## src/rtl/fifo_pkg.sv

```systemverilog
// -----------------------------------------------------------------------------
// fifo_pkg
// Shared types, limits and pointer-code helpers for the dual-clock FIFO
// write-side and read-side controllers.
//
// Contents:
//   FIFO_MIN_ADDR_WIDTH / FIFO_MAX_ADDR_WIDTH : legal address width range
//   fifo_ptr_t : widest pointer container; narrower pointers are zero-extended
//   bin2gray() : binary -> reflected Gray
//   gray2bin() : reflected Gray -> binary (XOR prefix from the MSB)
//
// The helpers work at the widest pointer width. Zero-extending a narrower
// value leaves its conversion unchanged, so callers cast in, convert, and
// truncate back to their own width.
// -----------------------------------------------------------------------------
package fifo_pkg;

   localparam int unsigned FIFO_MIN_ADDR_WIDTH = 2;
   localparam int unsigned FIFO_MAX_ADDR_WIDTH = 12;
   localparam int unsigned FIFO_MAX_PTR_W      = FIFO_MAX_ADDR_WIDTH + 1;

   typedef logic [FIFO_MAX_PTR_W-1:0] fifo_ptr_t;

   function automatic fifo_ptr_t bin2gray(input fifo_ptr_t b);
      return b ^ (b >> 1);
   endfunction

   function automatic fifo_ptr_t gray2bin(input fifo_ptr_t g);
      fifo_ptr_t b;
      b = '0;
      b[FIFO_MAX_PTR_W-1] = g[FIFO_MAX_PTR_W-1];
      for (int unsigned k = 2; k <= FIFO_MAX_PTR_W; k++) begin
         b[FIFO_MAX_PTR_W-k] = b[FIFO_MAX_PTR_W-k+1] ^ g[FIFO_MAX_PTR_W-k];
      end
      return b;
   endfunction

endpackage

```

## src/rtl/fifo_gray2bin.sv

```systemverilog
// -----------------------------------------------------------------------------
// fifo_gray2bin
// Combinational, width-parametrised Gray-to-binary converter. Shared by the
// write-side level option and the read-side controller.
//
// Parameters:
//   WIDTH  : code width in bits (up to fifo_pkg::FIFO_MAX_PTR_W)
// Ports:
//   i_gray : Gray-coded input
//   o_bin  : equivalent binary value
// -----------------------------------------------------------------------------
module fifo_gray2bin
   import fifo_pkg::*;
#(
   parameter int unsigned WIDTH = 4
) (
   input  logic [WIDTH-1:0] i_gray,
   output logic [WIDTH-1:0] o_bin
);

   assign o_bin = WIDTH'(gray2bin(fifo_ptr_t'(i_gray)));

endmodule

```

## src/rtl/fifo_wr_ctrl.sv

```systemverilog
// -----------------------------------------------------------------------------
// fifo_wr_ctrl
// Write-side controller of the dual-clock FIFO, entirely in the w_clk domain.
// Keeps the binary write pointer, publishes its Gray form to the read-domain
// synchroniser, drives the memory write port, and flags full / overflow.
//
// Parameters:
//   ADDR_WIDTH : memory address width, depth = 2**ADDR_WIDTH (2..12)
//   AF_THRESH  : almost-full threshold in entries (level option only)
// Ports:
//   w_clk        in   write clock, rising edge
//   wrst         in   synchronous active-high reset
//   w_inc        in   write request
//   wq2_rptr     in   Gray read pointer, synchronised into w_clk
//   ovf_clr      in   clears the sticky overflow flag
//   w_en         out  memory write strobe (w_inc & ~wfull)
//   waddr        out  memory write address
//   gray_wptr    out  registered Gray write pointer
//   wfull        out  registered full flag
//   wovf         out  sticky overflow (write attempted while full)
//   wlevel       out  registered fill level      (FIFO_WR_LEVEL_EN only)
//   walmost_full out  wlevel >= AF_THRESH        (FIFO_WR_LEVEL_EN only)
//
// Optional feature macro: FIFO_WR_LEVEL_EN
// -----------------------------------------------------------------------------
module fifo_wr_ctrl
   import fifo_pkg::*;
#(
   parameter int unsigned ADDR_WIDTH = 3,
   parameter int unsigned AF_THRESH  = 2**ADDR_WIDTH - 2
) (
   input  logic                  w_clk,
   input  logic                  wrst,
   input  logic                  w_inc,
   input  logic [ADDR_WIDTH:0]   wq2_rptr,
   input  logic                  ovf_clr,
   output logic                  w_en,
   output logic [ADDR_WIDTH-1:0] waddr,
   output logic [ADDR_WIDTH:0]   gray_wptr,
   output logic                  wfull,
   output logic                  wovf
`ifdef FIFO_WR_LEVEL_EN
   ,
   output logic [ADDR_WIDTH:0]   wlevel,
   output logic                  walmost_full
`endif
);

   localparam int unsigned PTR_W = ADDR_WIDTH + 1;

   if (ADDR_WIDTH < FIFO_MIN_ADDR_WIDTH || ADDR_WIDTH > FIFO_MAX_ADDR_WIDTH ||
       AF_THRESH > 2**ADDR_WIDTH) begin : g_bad_param
      $error("fifo_wr_ctrl: ADDR_WIDTH or AF_THRESH out of range");
   end

   logic [PTR_W-1:0] r_bin;
   logic [PTR_W-1:0] r_gray;
   logic             r_full;
   logic             r_ovf;

   logic [PTR_W-1:0] w_bin_next;
   logic [PTR_W-1:0] w_gray_next;
   logic [PTR_W-1:0] w_full_cmp;

   assign w_en        = w_inc & ~r_full;
   assign w_bin_next  = r_bin + PTR_W'(w_en);
   assign w_gray_next = PTR_W'(bin2gray(fifo_ptr_t'(w_bin_next)));

   // Exactly DEPTH ahead of the read pointer: in Gray code that is the read
   // pointer with its two top bits inverted.
   assign w_full_cmp  = {~wq2_rptr[ADDR_WIDTH -: 2], wq2_rptr[ADDR_WIDTH-2:0]};

   always_ff @(posedge w_clk) begin
      if (wrst) begin
         r_bin  <= '0;
         r_gray <= '0;
         r_full <= 1'b0;
         r_ovf  <= 1'b0;
      end else begin
         r_bin  <= w_bin_next;
         r_gray <= w_gray_next;
         r_full <= (w_gray_next == w_full_cmp);
         // A fresh overflow takes priority over a clear in the same cycle.
         if (w_inc && r_full) begin
            r_ovf <= 1'b1;
         end else if (ovf_clr) begin
            r_ovf <= 1'b0;
         end
      end
   end

   assign waddr     = r_bin[ADDR_WIDTH-1:0];
   assign gray_wptr = r_gray;
   assign wfull     = r_full;
   assign wovf      = r_ovf;

`ifdef FIFO_WR_LEVEL_EN
   logic [PTR_W-1:0] w_rbin;
   logic [PTR_W-1:0] r_level;

   fifo_gray2bin #(
      .WIDTH (PTR_W)
   ) u_rptr_g2b (
      .i_gray (wq2_rptr),
      .o_bin  (w_rbin)
   );

   always_ff @(posedge w_clk) begin
      if (wrst) begin
         r_level <= '0;
      end else begin
         r_level <= w_bin_next - w_rbin;
      end
   end

   assign wlevel       = r_level;
   assign walmost_full = (r_level >= PTR_W'(AF_THRESH));
`endif

endmodule

```

## config.mk

```make
export PLATFORM = sky130hd
export DESIGN_NAME = fifo_wr_ctrl
export DESIGN_NICKNAME = d
export VERILOG_FILES = /design/src/rtl/fifo_pkg.sv /design/src/rtl/fifo_gray2bin.sv /design/src/rtl/fifo_wr_ctrl.sv
export SDC_FILE = /design/constraint.sdc
export NUM_CORES = 1
export LEC_CHECK = 0
export BUFFER_PORTS_ARGS = -buffer_cell sky130_fd_sc_hd__buf_2
export CAP_MARGIN = 10
export CORE_AREA = 2 2 39 41
export DETAILED_ROUTE_END_ITERATION = 7
export DIE_AREA = 0 0 41 43
export PLACE_DENSITY = 0.64
export SLEW_MARGIN = 10
export SYNTH_ARGS = -nofsm -noshare
export SYNTH_HDL_FRONTEND = slang
export SYNTH_SLANG_ARGS = --single-unit
export TNS_END_PERCENT = 100
```

## constraint.sdc

```tcl
create_clock -name w_clk -period 1.9 [get_ports w_clk]
set_input_delay 0.19 -clock w_clk [delete_from_list [all_inputs] [get_ports w_clk]]
set_output_delay 0.19 -clock w_clk [all_outputs]
set_load 0.01 [all_outputs]
```

# Word-level counts from Yosys, hierarchy flattened
# Index checks and enable logic that the tools add are counted.
# Widths: inputs -> output; s select.
totals:
  ff_bits: 10
  input_bits: 8
  out_inout_bits: 10
classes:
  add_sub_neg: 1
  n_eq_ne: 1
  muxes: 2
  n_bitwise: 4
  reduce_logical: 2
ops:
  columns: ["op", "n"]
  rows:
  - ["$add 4x1->4", 1]
  - ["$eq 4x4->1", 1]
  - ["$xor 4x3->4", 1]
  - ["$mux 1", 2]
  - ["$not 2->2", 1]
  - ["$reduce_bool 2->1", 1]
  - ["$and 1x1->1", 1]
  - ["$logic_and 1x1->1", 1]
  - ["$not 1->1", 1]

# Longest topological paths before layout
# Gate-level depths: netlist of run 1.
logic_depth:
  ltp_word: 5
  depth_mapped: 6
  mapped_depth_nobuf: 6

# Least setup slack after synthesis of run 1
# No wires, ideal clock.
synth_timing:
  path_type: "register to register"
  startpoint: "reg r_full, in the netlist wfull"
  endpoint: "reg r_full, in the netlist wfull"
  setup_ns: 0.116
  arrival_ns: 1.781
  path_slack_ns: 0.003
  stages_incl_launch_ff: 7
  n_path_buf: 0
  cell_sequence: "dfxtp_1 -> nor2b_1 -> ha_1 -> ha_1 -> xnor3_1 -> xor2_1 -> and4_1"
synth_between:
  elab_chain_len: 5
synth_lines:
  columns: ["element", "line", "source"]
  rows:
  - ["start: declaration", "fifo_wr_ctrl.sv:58", "logic r_full;"]
  - ["start signal: assignment", "fifo_wr_ctrl.sv:82", "r_full <= (w_gray_next == w_full_cmp);"]
  - ["$not 1->1", "fifo_wr_ctrl.sv:65", "assign w_en = w_inc & ~r_full;"]
  - ["$and 1x1->1", "fifo_wr_ctrl.sv:65", null]
  - ["named net w_en", "fifo_wr_ctrl.sv:37", "output logic w_en,"]
  - ["$add 4x1->4", "fifo_wr_ctrl.sv:66", "assign w_bin_next = r_bin + PTR_W'(w_en);"]
  - ["$xor 4x3->4", "fifo_pkg.sv:25", "return b ^ (b >> 1);"]
  - ["$eq 4x4->1", "fifo_wr_ctrl.sv:82", null]
# The timed path passes the listed nets, and every way through them passes these cells.
# A chain may end at the register's enable or synchronous reset.

# Worst setup path after layout of run 1
layout_timing:
  startpoint: "reg r_full, in the netlist wfull"
  endpoint: "reg r_full, in the netlist wfull"
layout_between:
  elab_chain_len: 5
layout_lines:
  columns: ["element", "line"]
  rows:
  - ["$not 1->1", "fifo_wr_ctrl.sv:65"]
  - ["$and 1x1->1", "fifo_wr_ctrl.sv:65"]
  - ["$add 4x1->4", "fifo_wr_ctrl.sv:66"]
  - ["$xor 4x3->4", "fifo_pkg.sv:25"]
  - ["$eq 4x4->1", "fifo_wr_ctrl.sv:82"]
# Every way passes these cells.

==> flow_summary.toml, run 1 <==
[final_layout]
antennaDiodeCount = 0
fin_nets = 69
ff_latch_area_sq_um = 180.2
fillCellCount = 140
multi_input_area_sq_um = 251.5
drive_gt1_share_pct = 39.66
synthToLayoutAreaGrowth_pct = 30.81

[floorplan]
ios = 18
row_count = 14
start_util_pct = 31.10
chipHeight_um = 43
die_w_um = 41
core-area_sq_mm = 0.001384
die_area_sq_mm = 0.001763

[sta]
slew_violations = 0
tightest_slew_ps = 220.1
slew_headroom_pct = 85.28
finalCritPeriodShare_pct = 93.40
setup_tns_ps = 0
max_clock_freq_mhz = 563.5
setup_viol = 0
fin_skew_ps = 1.785
report.final.hold_viol_count = 0
rsz0062_at_grt = "false"
min_period_ps = 1775

[worst_setup_path]
cp_data_arrival_time_ps = 1930
start_kind = "register"
r2r_start = "wfull$_SDFF_PP0_"
path_class = "register to register"
crit_path_end_kind = "register"
timing.rr.end = "wfull$_SDFF_PP0_"
worstPathRequired_ps = 2050
cp-startpoint = "wfull$_SDFF_PP0_"
cp-endpoint = "wfull$_SDFF_PP0_"
crit_chain = "nor2b_1 -> ha_2 -> ha_2 -> xnor3_1 -> xor2_1 -> and4_1"
crit_path_max_fanout = 3
reg2regPathDepth = 6
r2r_setup_slack_ps = 130
cpPeakStageDelay_ps = 420
cp_common_cell = "ha_2"
slowest_stage = "xnor3_1"

[synth]
synth_commonest_cells = "dfxtp_1 (9), nor2_1 (6), xnor2_1 (4), xor2_1 (4), nor2b_1 (3)"
synth_area_sq_um = 430.4
yosysMostFrequentCell = "dfxtp_1"
syn-num-nets = 48
ys_ff_latch = 9
synth_edf_count = 0
yosysTopAreaCell = "dfxtp_1"
synth_cells = 38
yosys_warnings = 0
synthArstFlopShare_pct = 0
netlist_top_cells_area = "dfxtp_1 (42%), xor3_1 (11%), xnor2_1 (8.1%)"
ys_types = 15
synth_ff_type = "dfxtp_1"
seq_area_frac_synth_pct = 41.86
synth_top_area_share_pct = 41.86
synth_area_per_cell_sq_um = 11.33

[power]
power_mw = 0.4633
seqPwrFrac_pct = 45.6
clkPwrFrac_pct = 31.0
leakagePower_nw = 0.2744
power_frac_comb_pct = 23.5
ir_drop_mv = 0.3294
internal-power_mw = 0.3490
power.switching_mw = 0.1143
power.density_mw_per_mm2 = 822.8
p_sw_share_pct = 24.67

[job]
max_cap_violations = 0

[clocking]
cts_hold_buf = 0
clk_pin_slew_ps = 60
cts_tree = "built"
clock_latency_ps = 260
postCtsSetupBuffers = 0
numCtsBuffers = 3
htree_levels = 1
clockBufferDepth = 2
root_buffer = "clkbuf_4"
cts_resized = 0
cts_sinks = 9

[route]
vias_per_cell = 4.365
routedWlPerCell_um = 9.689
drt_iter0_markers = 0
ant_nets = 0
routed_wl_um = 717
vias = 323
drc = 0
drtPass1Iterations = 1

[placed_design]
io_buffers = 17
routabilityCongestion = 0.6951
dpl.hpwl_um = 586.4

[min_path]
hp-class = "input pin to register"

[global_routing]
grt_pass1_vias = 297
antenna_found_initial = 0
grt_usage_pct = 10.41
grt_max_degree = 10
grt_overflow = 0
grt_pass1_wl_um = 1138

[run_status]
status = "finished clean"
sequential cells by signal (all words and copies together), names as in the netlist:
name and flops:
gray_wptr 3, r_bin 4, wfull 1, wovf 1
placed cells by master, fill, tap and decap left out:
cell type | netlist | final
a21boi_2 | 1 | 1
a21oi_1 | 1 | 1
and4_1 | 1 | 1
buf_2 | 0 | 17
clkbuf_1 | 1 | 1
clkbuf_4 | 0 | 3
dfxtp_1 | 9 | 9
ha_2 | 0 | 2
nand2_1 | 1 | 1
nand2b_1 | 1 | 1
nand3_1 | 1 | 1
nor2_1 | 6 | 6
nor2b_1 | 3 | 3
xnor2_1 | 4 | 4
xnor3_1 | 1 | 1
xor2_1 | 4 | 4
xor3_1 | 2 | 2
critical path, delay by kind of cell, from the launching register on:
family                   cells  cell delay [ps]
XOR/XNOR                     2              570
adder cells (fa/ha/maj)      2              440
AND/OR/NAND/NOR              2              330
flip-flops                   1              320
layout make-up:
class,instances,share of cell area [%]
multi-input cells,28,44.67
flip-flops and latches,9,32.00
repair buffers,17,15.11
well taps,16,3.556
clock buffers,4,4.667
cells by family after synthesis:
group	Yosys count	synth area share (%)
AO/OA/AOI/OAI	2	3.778
flip-flops	9	41.86
buffers and inverters	1	0.8713
adder cells (fa/ha/maj)	2	5.813
AND/OR/NAND/NOR	13	15.12
XOR/XNOR	11	32.56
worst min-delay path by stage:
stage	from	end	slack, ps	cells after the start
final	w_inc	wovf$_SDFFE_PP0P_	190	3
after global routing	w_inc	wovf$_SDFFE_PP0P_	180	3
after CTS	w_inc	wovf$_SDFFE_PP0P_	180	3
after detailed placement	w_inc	wovf$_SDFFE_PP0P_	460	3
after global placement	ovf_clr	wovf$_SDFFE_PP0P_	460	3
after floorplan	w_inc	wovf$_SDFFE_PP0P_	340	2
layer usage:
layer / vias to the layer above / track usage (%) / wire length (um)
met3: 4 / 3.141 / 50
li1: 164 / - / -
met2: 16 / 13.75 / 326
met5: - / 0 / 0
met4: 0 / 12.00 / 31
met1: 139 / 11.51 / 308
through the flow:
stage	util, %	cells	setup WS (ps)	hold slack [ps]	area [sq um]
2_1_floorplan	-	38	2.646	338.9	430.4
3_3_place_gp	38.43	70	123.9	457.7	531.8
3_5_place_dp	38.43	70	69.54	459.0	531.8
4_1_cts	40.33	74	59.81	176.0	558.0
5_1_grt	40.69	74	9.198	183.4	563.0
6_report	40.69	74	125.5	185.8	563.0
power groups by stage:
stage / clock network [mW] / logic [mW] / registers, mW
finish: 0.144 / 0.109 / 0.211
global route: 0.164 / 0.121 / 0.213
CTS: 0.153 / 0.109 / 0.211
detailed placement: 0 / 0.108 / 0.215
global placement: 0 / 0.107 / 0.215
floorplan: 0 / 0.0703 / 0.223
No activity file was read; power rests on OpenSTA's default activity.
==> run 2, diff against run 1 <==
--- a/config.mk
+++ b/config.mk
@@ -7,10 +7,12 @@
 export LEC_CHECK = 0
 export BUFFER_PORTS_ARGS = -buffer_cell sky130_fd_sc_hd__buf_2
 export CAP_MARGIN = 10
-export CORE_AREA = 2 2 39 41
+export CELL_PAD_IN_SITES_DETAIL_PLACEMENT = 1
+export CELL_PAD_IN_SITES_GLOBAL_PLACEMENT = 1
+export CORE_MARGIN = 2
+export CORE_UTILIZATION = 32
 export DETAILED_ROUTE_END_ITERATION = 7
-export DIE_AREA = 0 0 41 43
-export PLACE_DENSITY = 0.64
+export PLACE_DENSITY = 0.78
 export SLEW_MARGIN = 10
 export SYNTH_ARGS = -nofsm -noshare
 export SYNTH_HDL_FRONTEND = slang
==> flow_summary.toml, run 2 (synthesis gave the netlist of run 1 again) <==
[sta]
max_clock_freq_mhz = 567.7
setup_viol = 0
setup_tns_ps = 0
tightest_slew_ps = 257.7
finalCritPeriodShare_pct = 92.72
fin_skew_ps = 1.388
report.final.hold_viol_count = 0
slew_headroom_pct = 82.76
slew_violations = 0
rsz0062_at_grt = "false"
min_period_ps = 1762

[global_routing]
grt_pass1_vias = 266
grt_overflow = 0
antenna_found_initial = 0
grt_usage_pct = 12.56
met2_usage_pct = 16.67
grt_use_met1_pct = 13.49
met3_usage_pct = 10.33
busiest_layer = "met2"
grt_max_degree = 10
grt_pass1_wl_um = 1186

[clocking]
clk_pin_slew_ps = 60
numCtsBuffers = 3
clockBufferDepth = 2
cts_sinks = 9
root_buffer = "clkbuf_4"
htree_levels = 1
clock_latency_ps = 270
cts_tree = "built"
cts_hold_buf = 0

[placed_design]
routabilityCongestion = 0.6584
io_buffers = 17
dpl.hpwl_um = 644.9
dpl-instance-area_sq_um = 530.5

[power]
leakagePower_nw = 0.2755
ir_drop_mv = 0.5017
power.density_mw_per_mm2 = 841.3
power_mw = 0.4748

[floorplan]
die_area_sq_mm = 0.001654
chipHeight_um = 40.68
core-area_sq_mm = 0.001285
start_util_pct = 33.50
ios = 18
die_w_um = 40.68
row_count = 13

[worst_setup_path]
r2r_setup_slack_ps = 140
path_class = "register to register"
reg2regPathDepth = 6
start_kind = "register"
cpPeakStageDelay_ps = 420
cp_data_arrival_time_ps = 1920
crit_chain = "nor2b_2 -> ha_2 -> ha_2 -> xnor3_1 -> xor2_1 -> and4_1"
crit_path_end_kind = "register"
slowest_stage = "xnor3_1"
crit_path_max_fanout = 3
cp_common_cell = "ha_2"
r2r_start = "wfull$_SDFF_PP0_"
worstPathRequired_ps = 2060
timing.rr.end = "wfull$_SDFF_PP0_"

[route]
drc = 0
routed_wl_um = 833
drt_iter0_markers = 3
vias = 330
vias_per_cell = 4.521
ant_nets = 0
drtPass1Iterations = 3
routedWlPerCell_um = 11.41

[run_status]
status = "finished clean"

[final_layout]
fillCellCount = 154
mostFrequentLayoutCells = "buf_2 (17), dfxtp_1 (9), nor2_1 (6)"
antennaDiodeCount = 0
largest_reg_flops = 4
synthToLayoutAreaGrowth_pct = 31.10
mostFrequentLayoutCell = "buf_2"
regMostFlops = "r_bin"
fin_nets = 69
fin_area_sq_um = 564.3
drive_gt1_share_pct = 41.38

[min_path]
hold_end = "wovf$_SDFFE_PP0P_"
hp-class = "input pin to register"
min_from = "ovf_clr"
hold_depth = 3

[job]
max_cap_violations = 0
[run 2: layout make-up]
cell class | instances | area [sq um] | share of cell area (%)
multi-input cells | 28 | 254.0 | 45.01
repair buffers | 17 | 85.08 | 15.08
well taps | 15 | 18.77 | 3.326
flip-flops and latches | 9 | 180.2 | 31.93
clock buffers | 4 | 26.28 | 4.656
[run 2: metrics by stage]
| step | worst slack (ps) | hold WS (ps) | utilization (%) | cells |
|---|---|---|---|---|
| floorplan | 2.646 | 338.9 | - | 38 |
| global placement | 116.9 | 454.7 | 41.29 | 69 |
| detailed placement | 50.62 | 467.9 | 41.29 | 69 |
| CTS | 31.70 | 176.6 | 43.33 | 73 |
| global route | 57.74 | 169.0 | 43.91 | 73 |
| finish | 138.4 | 184.4 | 43.91 | 73 |
[run 2: report_power, final]
part / total (mW) / internal [mW] / switching [mW]
Sequential: 0.211 / 0.204 / 0.00750
Combinational: 0.112 / 0.0654 / 0.0466
Clock: 0.152 / 0.0812 / 0.0705
Total: 0.475 / 0.350 / 0.125
[run 2: worst max-delay path, delay by kind of cell, from the launching register on]
kind	cells	cell delay, ps
XOR/XNOR	2	570
AND/OR/NAND/NOR	2	320
flip-flops	1	330
adder cells (fa/ha/maj)	2	440
[run 2: layer usage]
metal  part of all wire (%)  up-vias  wire length [um]
li1                       -      164                 -
met2                     48       15               403
met1                     40      149               330
met5                      0        -                 0
met3                     11        2                88
met4                    1.2        0                10
[run 2: worst max path at each step]
stage                           startpoint          endpoint  slack (ps)  cells past startpoint
final                     wfull$_SDFF_PP0_  wfull$_SDFF_PP0_         140                      6
after global placement    wfull$_SDFF_PP0_  wfull$_SDFF_PP0_         120                      6
after global routing      wfull$_SDFF_PP0_  wfull$_SDFF_PP0_          60                      6
after CTS                 wfull$_SDFF_PP0_  wfull$_SDFF_PP0_          30                      6
after floorplan           wfull$_SDFF_PP0_  wfull$_SDFF_PP0_           3                      6
after detailed placement  wfull$_SDFF_PP0_  wfull$_SDFF_PP0_          50                      6
[run 2: repair_timing]
item / 4_1_cts / 5_1_grt
setup endpoints to repair: 0 / 1
gates resized for setup: 0 / 3
buffers inserted: 0 / 0
